<file path="config.mk">
export PLATFORM = sky130hd
export DESIGN_NAME = fifo_tx_sequencer
export DESIGN_NICKNAME = d
export VERILOG_FILES = /design/src/rtl/tx_seq_pkg.sv /design/src/rtl/fifo_tx_sequencer_start_edge_det.sv /design/src/rtl/fifo_tx_sequencer.sv
export SDC_FILE = /design/constraint.sdc
export NUM_CORES = 1
export LEC_CHECK = 0
export CORE_ASPECT_RATIO = 1.5
export CORE_MARGIN = 2
export CORE_UTILIZATION = 30
export DETAILED_ROUTE_END_ITERATION = 8
export GPL_TIMING_DRIVEN = 0
export PLACE_DENSITY = 0.66
export SYNTH_ARGS = -nofsm -noshare
export SYNTH_HDL_FRONTEND = slang
export SYNTH_SLANG_ARGS = --single-unit
</file>
<file path="constraint.sdc">
create_clock -name clk -period 4 [get_ports clk]
set_input_delay 0.4 -clock clk [delete_from_list [all_inputs] [get_ports clk]]
set_output_delay 0.4 -clock clk [all_outputs]
set_load 0.01 [all_outputs]
</file>
<file path="src/rtl/tx_seq_pkg.sv">
// Shared types and constants for the FIFO transmit sequencer.
// Optional abort support is controlled by the TX_SEQ_ABORT_EN macro in the top.
package tx_seq_pkg;

    localparam int WIDTH = 8;
    localparam int DEPTH = 16;
    localparam int CNT_W = $clog2(DEPTH) + 1;

    // A requested length of zero means "drain the whole FIFO".
    localparam logic [CNT_W-1:0] BURST_ALL = '0;

    typedef enum logic [2:0] {
        IDLE,
        READ,
        WAIT,
        SEND,
        DONE
    } state_t;

    function automatic logic [CNT_W-1:0] burst_target(input logic [CNT_W-1:0] len);
        return (len == BURST_ALL) ? CNT_W'(DEPTH) : len;
    endfunction

endpackage

</file>
<file path="src/rtl/fifo_tx_sequencer_start_edge_det.sv">
// Registered rising-edge detector; the history register resets high so a
// level already asserted when reset releases is not seen as an edge.
module start_edge_det (
    input  logic clk,
    input  logic rst,
    input  logic din,
    output logic rise
);

    logic din_q;

    always_ff @(posedge clk) begin
        if (rst) din_q <= 1'b1;
        else     din_q <= din;
    end

    assign rise = din & ~din_q;

endmodule

</file>
<file path="src/rtl/fifo_tx_sequencer.sv">
// Drains the transmit FIFO into a valid/ready byte sink, one pop per byte.
// Define TX_SEQ_ABORT_EN to add the abort input and aborted status output.
module fifo_tx_sequencer
    import tx_seq_pkg::*;
(
    input  logic             clk,
    input  logic             rst,
    input  logic             start_tx,
    input  logic [CNT_W-1:0] burst_len,
    input  logic [CNT_W-1:0] fifo_count,
    input  logic [WIDTH-1:0] fifo_rd_data,
    output logic             fifo_rd_en,
    input  logic             tx_ready,
    output logic             tx_valid,
    output logic [WIDTH-1:0] tx_data,
    output logic             busy,
    output logic             done,
    output logic [CNT_W-1:0] sent_count
`ifdef TX_SEQ_ABORT_EN
    ,
    input  logic             abort,
    output logic             aborted
`endif
);

    state_t           state, state_nx;
    logic             start_edge;
    logic [CNT_W-1:0] target;
    logic [CNT_W:0]   sent_inc;
    logic             fifo_has;
    logic             more;
    logic             abort_req;

    start_edge_det u_start_edge (
        .clk  (clk),
        .rst  (rst),
        .din  (start_tx),
        .rise (start_edge)
    );

    assign fifo_has = (fifo_count != '0);
    assign sent_inc = {1'b0, sent_count} + 1'b1;
    assign more     = (sent_inc < {1'b0, target});

`ifdef TX_SEQ_ABORT_EN
    logic abort_pend;

    // An abort seen any time after the pop is remembered until the next
    // decision point (end of WAIT or completion of the SEND handshake).
    assign abort_req = abort_pend | abort;

    always_ff @(posedge clk) begin
        if (rst) begin
            abort_pend <= 1'b0;
            aborted    <= 1'b0;
        end else begin
            if (state == IDLE)
                abort_pend <= 1'b0;
            else if (abort && (state == READ || state == WAIT || state == SEND))
                abort_pend <= 1'b1;

            if (state == IDLE && start_edge)
                aborted <= 1'b0;
            else if (abort_req && (state == WAIT || (state == SEND && tx_ready)))
                aborted <= 1'b1;
        end
    end
`else
    assign abort_req = 1'b0;
`endif

    always_comb begin
        state_nx   = state;
        fifo_rd_en = 1'b0;
        tx_valid   = 1'b0;
        busy       = 1'b1;
        done       = 1'b0;
        case (state)
            IDLE: begin
                busy = 1'b0;
                if (start_edge)
                    state_nx = fifo_has ? READ : DONE;
            end
            READ: begin
                // Occupancy is re-checked so a pop can never underflow.
                if (fifo_has) begin
                    fifo_rd_en = 1'b1;
                    state_nx   = WAIT;
                end else begin
                    state_nx = DONE;
                end
            end
            WAIT: begin
                state_nx = abort_req ? DONE : SEND;
            end
            SEND: begin
                tx_valid = 1'b1;
                if (tx_ready)
                    state_nx = (more && fifo_has && !abort_req) ? READ : DONE;
            end
            DONE: begin
                done     = 1'b1;
                state_nx = IDLE;
            end
            default: begin
                state_nx = IDLE;
            end
        endcase
    end

    always_ff @(posedge clk) begin
        if (rst) begin
            state      <= IDLE;
            target     <= '0;
            sent_count <= '0;
            tx_data    <= '0;
        end else begin
            state <= state_nx;

            if (state == IDLE && start_edge) begin
                target     <= burst_target(burst_len);
                sent_count <= '0;
            end

            if (state == WAIT && !abort_req)
                tx_data <= fifo_rd_data;

            if (state == SEND && tx_ready && sent_count != CNT_W'(DEPTH))
                sent_count <= sent_count + 1'b1;
        end
    end

endmodule

</file>
Word level (Yosys, flattened, before mapping) --
Index checks and enable logic that the tools add are counted.
Storage, ports and cells: register bits after elaboration 22, bits of input ports 22, output and inout bits 17, logic and storage cells 40
Cells by class: add/subtract/negate cells 2, magnitude comparators 1, equality and inequality tests 7, muxes and demuxes 14, bitwise logic cells 2, reductions and logical operators 9
Operators by type and width (count):
- 2-to-1 mux 3 bit | 5
- 2-to-1 mux 5 bit | 3
- one-hot mux 3 bit (4 select lines) | 1
- adder 5 x 1 -> 6 bit (second input constant) | 1
- == test 3 x 2 -> 1 bit (second input constant) | 2
- < comparator 6 x 5 -> 1 bit | 1
- adder 5 x 1 -> 5 bit (second input constant) | 1
- zero test 5 bit | 1
- 2-to-1 mux 1 bit | 5
- != test 5 bit (second input constant) | 1
- nonzero test 5 bit | 1
- logical AND 1 bit | 4
- != test 2 bit (second input constant) | 2
- == test 3 x 1 -> 1 bit (second input constant) | 1
- == test 3 bit (second input constant) | 1
- zero test 3 bit | 1
- AND reduction 2 bit | 1
- nonzero test 2 bit | 1
- bitwise AND 1 bit | 1
- inverter 1 bit | 1

Logic depth before layout (Yosys ltp) --
depth in word-level cells 6, depth in mapped cells 7, gate-level depth less buffers 7

Hierarchy --
Synthesis repeated with hierarchy kept, for this count alone.
Second synthesis, totals: cells, all modules 133, area, all modules 1142.3 sq um
By module, submodules not included:
- fifo_tx_sequencer | instances 1, cells an instance 130, area each 1109.8 sq um, sequential area each 420.4 sq um
- start_edge_det | instances 1, cells an instance 3, area each 32.5 sq um, sequential area each 20.0 sq um

Worst setup path after synthesis --
No wires, ideal clock.
kind reg2reg, from register sent_count[2], to register state[2], library setup time 0.100 ns, data arrival time 1.989 ns, data required time 3.900 ns, path slack 1.911 ns, cell stages (with the launch flop) 8, path buffers 0, clock period less this slack 2.089 ns, cell sequence dfxtp_1 > nand3_1 > and2_1 > or2_2 > ha_1 > o21ai_0 > or3_1 > a2111oi_4
Between the ends: longest elaborated chain between the ends 6
RTL lines:
- start, declared | RTL line fifo_tx_sequencer.sv:18 | output logic [CNT_W-1:0] sent_count
- start signal, assigned | RTL line fifo_tx_sequencer.sv:129 | sent_count <= sent_count + 1'b1;
- adder 5 x 1 -> 6 bit | RTL line fifo_tx_sequencer.sv:42 | assign sent_inc = {1'b0, sent_count} + 1'b1;
- < comparator 6 x 5 -> 1 bit | RTL line fifo_tx_sequencer.sv:43 | assign more = (sent_inc < {1'b0, target});
- logical AND 1 bit | RTL line fifo_tx_sequencer.sv:99 | state_nx = (more && fifo_has && !abort_req) ? READ : DONE;
- 2-to-1 mux 3 bit | RTL line fifo_tx_sequencer.sv:99
- 2-to-1 mux 3 bit | RTL line fifo_tx_sequencer.sv:98 | if (tx_ready)
- one-hot mux 3 bit (4 select lines) | RTL line fifo_tx_sequencer.sv:78 | case (state)
- end signal, assigned | RTL line fifo_tx_sequencer.sv:118 | state <= state_nx;
- end, declared | RTL line fifo_tx_sequencer.sv:26 | state_t state, state_nx;
Every way passes these cells. The select of a mux whose other input is x is not followed. A chain may end at the register's enable or synchronous reset.

Worst setup path in the final report --
from input fifo_count[0], to output fifo_rd_en
Between the ends: longest elaborated chain between the ends 3
RTL lines:
- start, declared | RTL line fifo_tx_sequencer.sv:10 | input logic [CNT_W-1:0] fifo_count,
- nonzero test 5 bit | RTL line fifo_tx_sequencer.sv:41 | assign fifo_has = (fifo_count != '0);
- 2-to-1 mux 1 bit | RTL line fifo_tx_sequencer.sv:86 | if (fifo_has) begin
- 2-to-1 mux 1 bit | RTL line fifo_tx_sequencer.sv:78
- end, declared | RTL line fifo_tx_sequencer.sv:12 | output logic fifo_rd_en,
Every way passes these cells.

==> impl_metrics.env <==
export IMPL_clk_pin_slew_ps=80
export IMPL_final_util=0.450
export IMPL_grt_use_met1=0.163
export IMPL_cp_start_kind="primary input"
export IMPL_cp_required_ps=3600
export IMPL_grt_use_met3=0.00562
export IMPL_antenna_cells=0
export IMPL_synth_compound_area_frac=0.116
export IMPL_finalNetCount=191
export IMPL_maxSlewHeadroom=0.657
export IMPL_path_cells="clkdlybuf4s50_1 > or4_4 > nor2_4 > nor4_1 > clkdlybuf4s50_1"
export IMPL_layout_setup_ws_ps=1530
export IMPL_cpMostUsedCell="clkdlybuf4s50_1"
export IMPL_worst_slew_pin_slew_ps=507
export IMPL_gp_congestion=0.790
export IMPL_postCtsSetupBuffers=0
export IMPL_synth_simple_area_share=0.263
export IMPL_synth_xor_xnor_area_share=0.0154
export IMPL_hold_buffers=0
export IMPL_syn_inst=120
export IMPL_via_per_inst=4.89
export IMPL_die_w_um=54.2
export IMPL_syn_avg_cell_area_sq_um=9.47
export IMPL_status="finished clean"
export IMPL_cts_tree="built"
export IMPL_htreeDepth=1
export IMPL_fp_row_count=27
export IMPL_finalPower_uw=512
export IMPL_min_period_over_period=0.617
export IMPL_antenna_found_initial=0
export IMPL_synth_edf_count=0
export IMPL_seq_area_frac_synth=0.388
export IMPL_clockBufferDepth=2
export IMPL_slew_viol_final=0
export IMPL_drt_initial_drc_count=19
export IMPL_ant_nets=0
export IMPL_tns_ps=0
export IMPL_synth_top_cells_by_area="dfxtp_1 (39%), mux2i_1 (11%), ha_1 (6.6%)"
export IMPL_cts_resized=0
export IMPL_clk_latency_ps=260
export IMPL_hold_path_class="flip-flop to flip-flop"
export IMPL_dieArea_sq_um=4310
export IMPL_syn_nets=148
export IMPL_ir_drop_mv=0.209
export IMPL_synth_area_leader_cell="dfxtp_1"
export IMPL_dp_cells=201
export IMPL_path_max_fanout=5
export IMPL_vias=1003
export IMPL_ys_dominant_reg_cell="dfxtp_1"
export IMPL_yosysWarnings=0
export IMPL_end_kind="output pin"
export IMPL_clkSinkCount=22
export IMPL_io_pins=39
export IMPL_setup_viol=0
export IMPL_cp_top_family="buffers and inverters"
export IMPL_numCtsBuffers=3
export IMPL_maxCapViolCount=0
export IMPL_core_area_sq_um=3650
export IMPL_wl_per_cell_um=13.1
export IMPL_grt_pass1_wl_um=4390
export IMPL_dpl_cell_area_sq_um=1570
export IMPL_finalCriticalPeriod_ps=2470
export IMPL_overflow=0
export IMPL_max_freq_mhz=405
export IMPL_grt_setup_unrepaired="false"
export IMPL_drc=0
export IMPL_worstPathArrival_ps=2070
export IMPL_grt_pass1_vias=1007
export IMPL_leakage_nw=0.592
export IMPL_grt_busiest_layer="met2"
export IMPL_hold_ws_ps=507
export IMPL_synth_top_family_by_area="simple AND/OR/NAND/NOR gates"
export IMPL_synth_mux_area_frac=0.115
export IMPL_fill_cells=371
export IMPL_root_buffer="clkbuf_8"
export IMPL_multi_input_area_sq_um=653
export IMPL_routed_wl_um=2690
export IMPL_grt_use_met2=0.231
export IMPL_instances_no_fill=205
export IMPL_critPathSlowestCell="or4_4"
export IMPL_syn_area_sq_um=1140
export IMPL_final_area_sq_um=1640
export IMPL_ys_ff_latch=22
export IMPL_yosys_area_top_type_share=0.388
export IMPL_final_cell_mix="clkdlybuf4s50_1 (38), dfxtp_1 (22), nor2_1 (16), mux2i_1 (13)"
export IMPL_grt_max_degree=14
export IMPL_drive_gt1_frac=0.111
export IMPL_initial_utilization=0.311
export IMPL_worst_setup_path_type="primary input to output pin"
export IMPL_async_flop_share=0
export IMPL_hold_viol_final=0
export IMPL_die_h_um=79.4
export IMPL_grt_use_total=0.132
export IMPL_final_common_cell="clkdlybuf4s50_1"
export IMPL_syn_to_final_growth_pct=44.5
export IMPL_io_buffers=38
export IMPL_cp_slowest_stage_delay_ps=540
export IMPL_synthAdderAreaFrac=0.0661
export IMPL_crit_buf_inv=2
export IMPL_skew_ps=3.26
export IMPL_seqCellArea_sq_um=440
export IMPL_dp_hpwl_um=2080
export IMPL_synth_cell_type_count=37
export IMPL_dp_slack_ps=1520
export IMPL_dr_pass1_iters=4
export IMPL_power_density_nw_per_um2=312
==> final timing paths <==
check,from,end,slack [ps],cells after the start
worst max register to register,sent_count[2]$_SDFFE_PP0P_,state[2]$_SDFFE_PP0P_,1740,7
worst max-delay path,fifo_count[0],fifo_rd_en,1530,5
worst min register to register,tx_data[0]$_SDFFE_PP0N_,tx_data[0]$_SDFFE_PP0N_,510,2
worst min-delay path,tx_data[0]$_SDFFE_PP0N_,tx_data[0]$_SDFFE_PP0N_,510,2
==> logic make-up (layout without fill, tap and decap cells) <==
group	Yosys count	count (layout)
simple gates	51	51
flops	22	22
compound gates	15	15
mux	13	13
buf+inv	11	53
fa+ha+maj	6	6
xor+xnor	2	2
==> per-layer routing <==
metal  wire length, um  up-vias
met3               106        2
met5                 0        -
li1                  -      507
met2              1440       25
met4                27        0
met1              1120      469
==> layout make-up <==
cell class,instances,area share
buffer,3,0.00762
clock buffer,3,0.0252
clock inverter,1,0.0183
inverter,8,0.0183
multi-input combinational,87,0.398
sequential,22,0.268
tap,43,0.0328
timing repair buffer,38,0.232
==> synthesized netlist by cell type (2+ instances only) <==
library cell	number
dfxtp_1	22
nor2_1	16
mux2i_1	13
inv_1	8
nand2_1	8
ha_1	6
a21oi_1	5
nand3b_1	4
nor3_1	3
clkbuf_1	2
nand3_1	2
nor3_2	2
nor4_1	2
o21ai_0	2
or2_2	2
or3_1	2
==> sequential cells by signal, summed over array words and instances (netlist names) <==
signal / flops
sent_count: 5
state: 3
target: 5
tx_data: 8
u_start_edge.din_q: 1
==> tightest hold or removal path, cell delays in order, from the launching register on <==
cell,delay (ps)
dfxtp_1,340
mux2i_1,70
nor2_1,70
==> where the power goes <==
| part | switching [mW] | internal (mW) | leakage, nW | total, mW |
|---|---|---|---|---|
| Combinational | 0.0308 | 0.0429 | 0.378 | 0.0737 |
| Sequential | 0.00568 | 0.226 | 0.178 | 0.232 |
| Clock | 0.0727 | 0.134 | 0.0357 | 0.206 |
No activity file was read; power rests on OpenSTA's default activity.
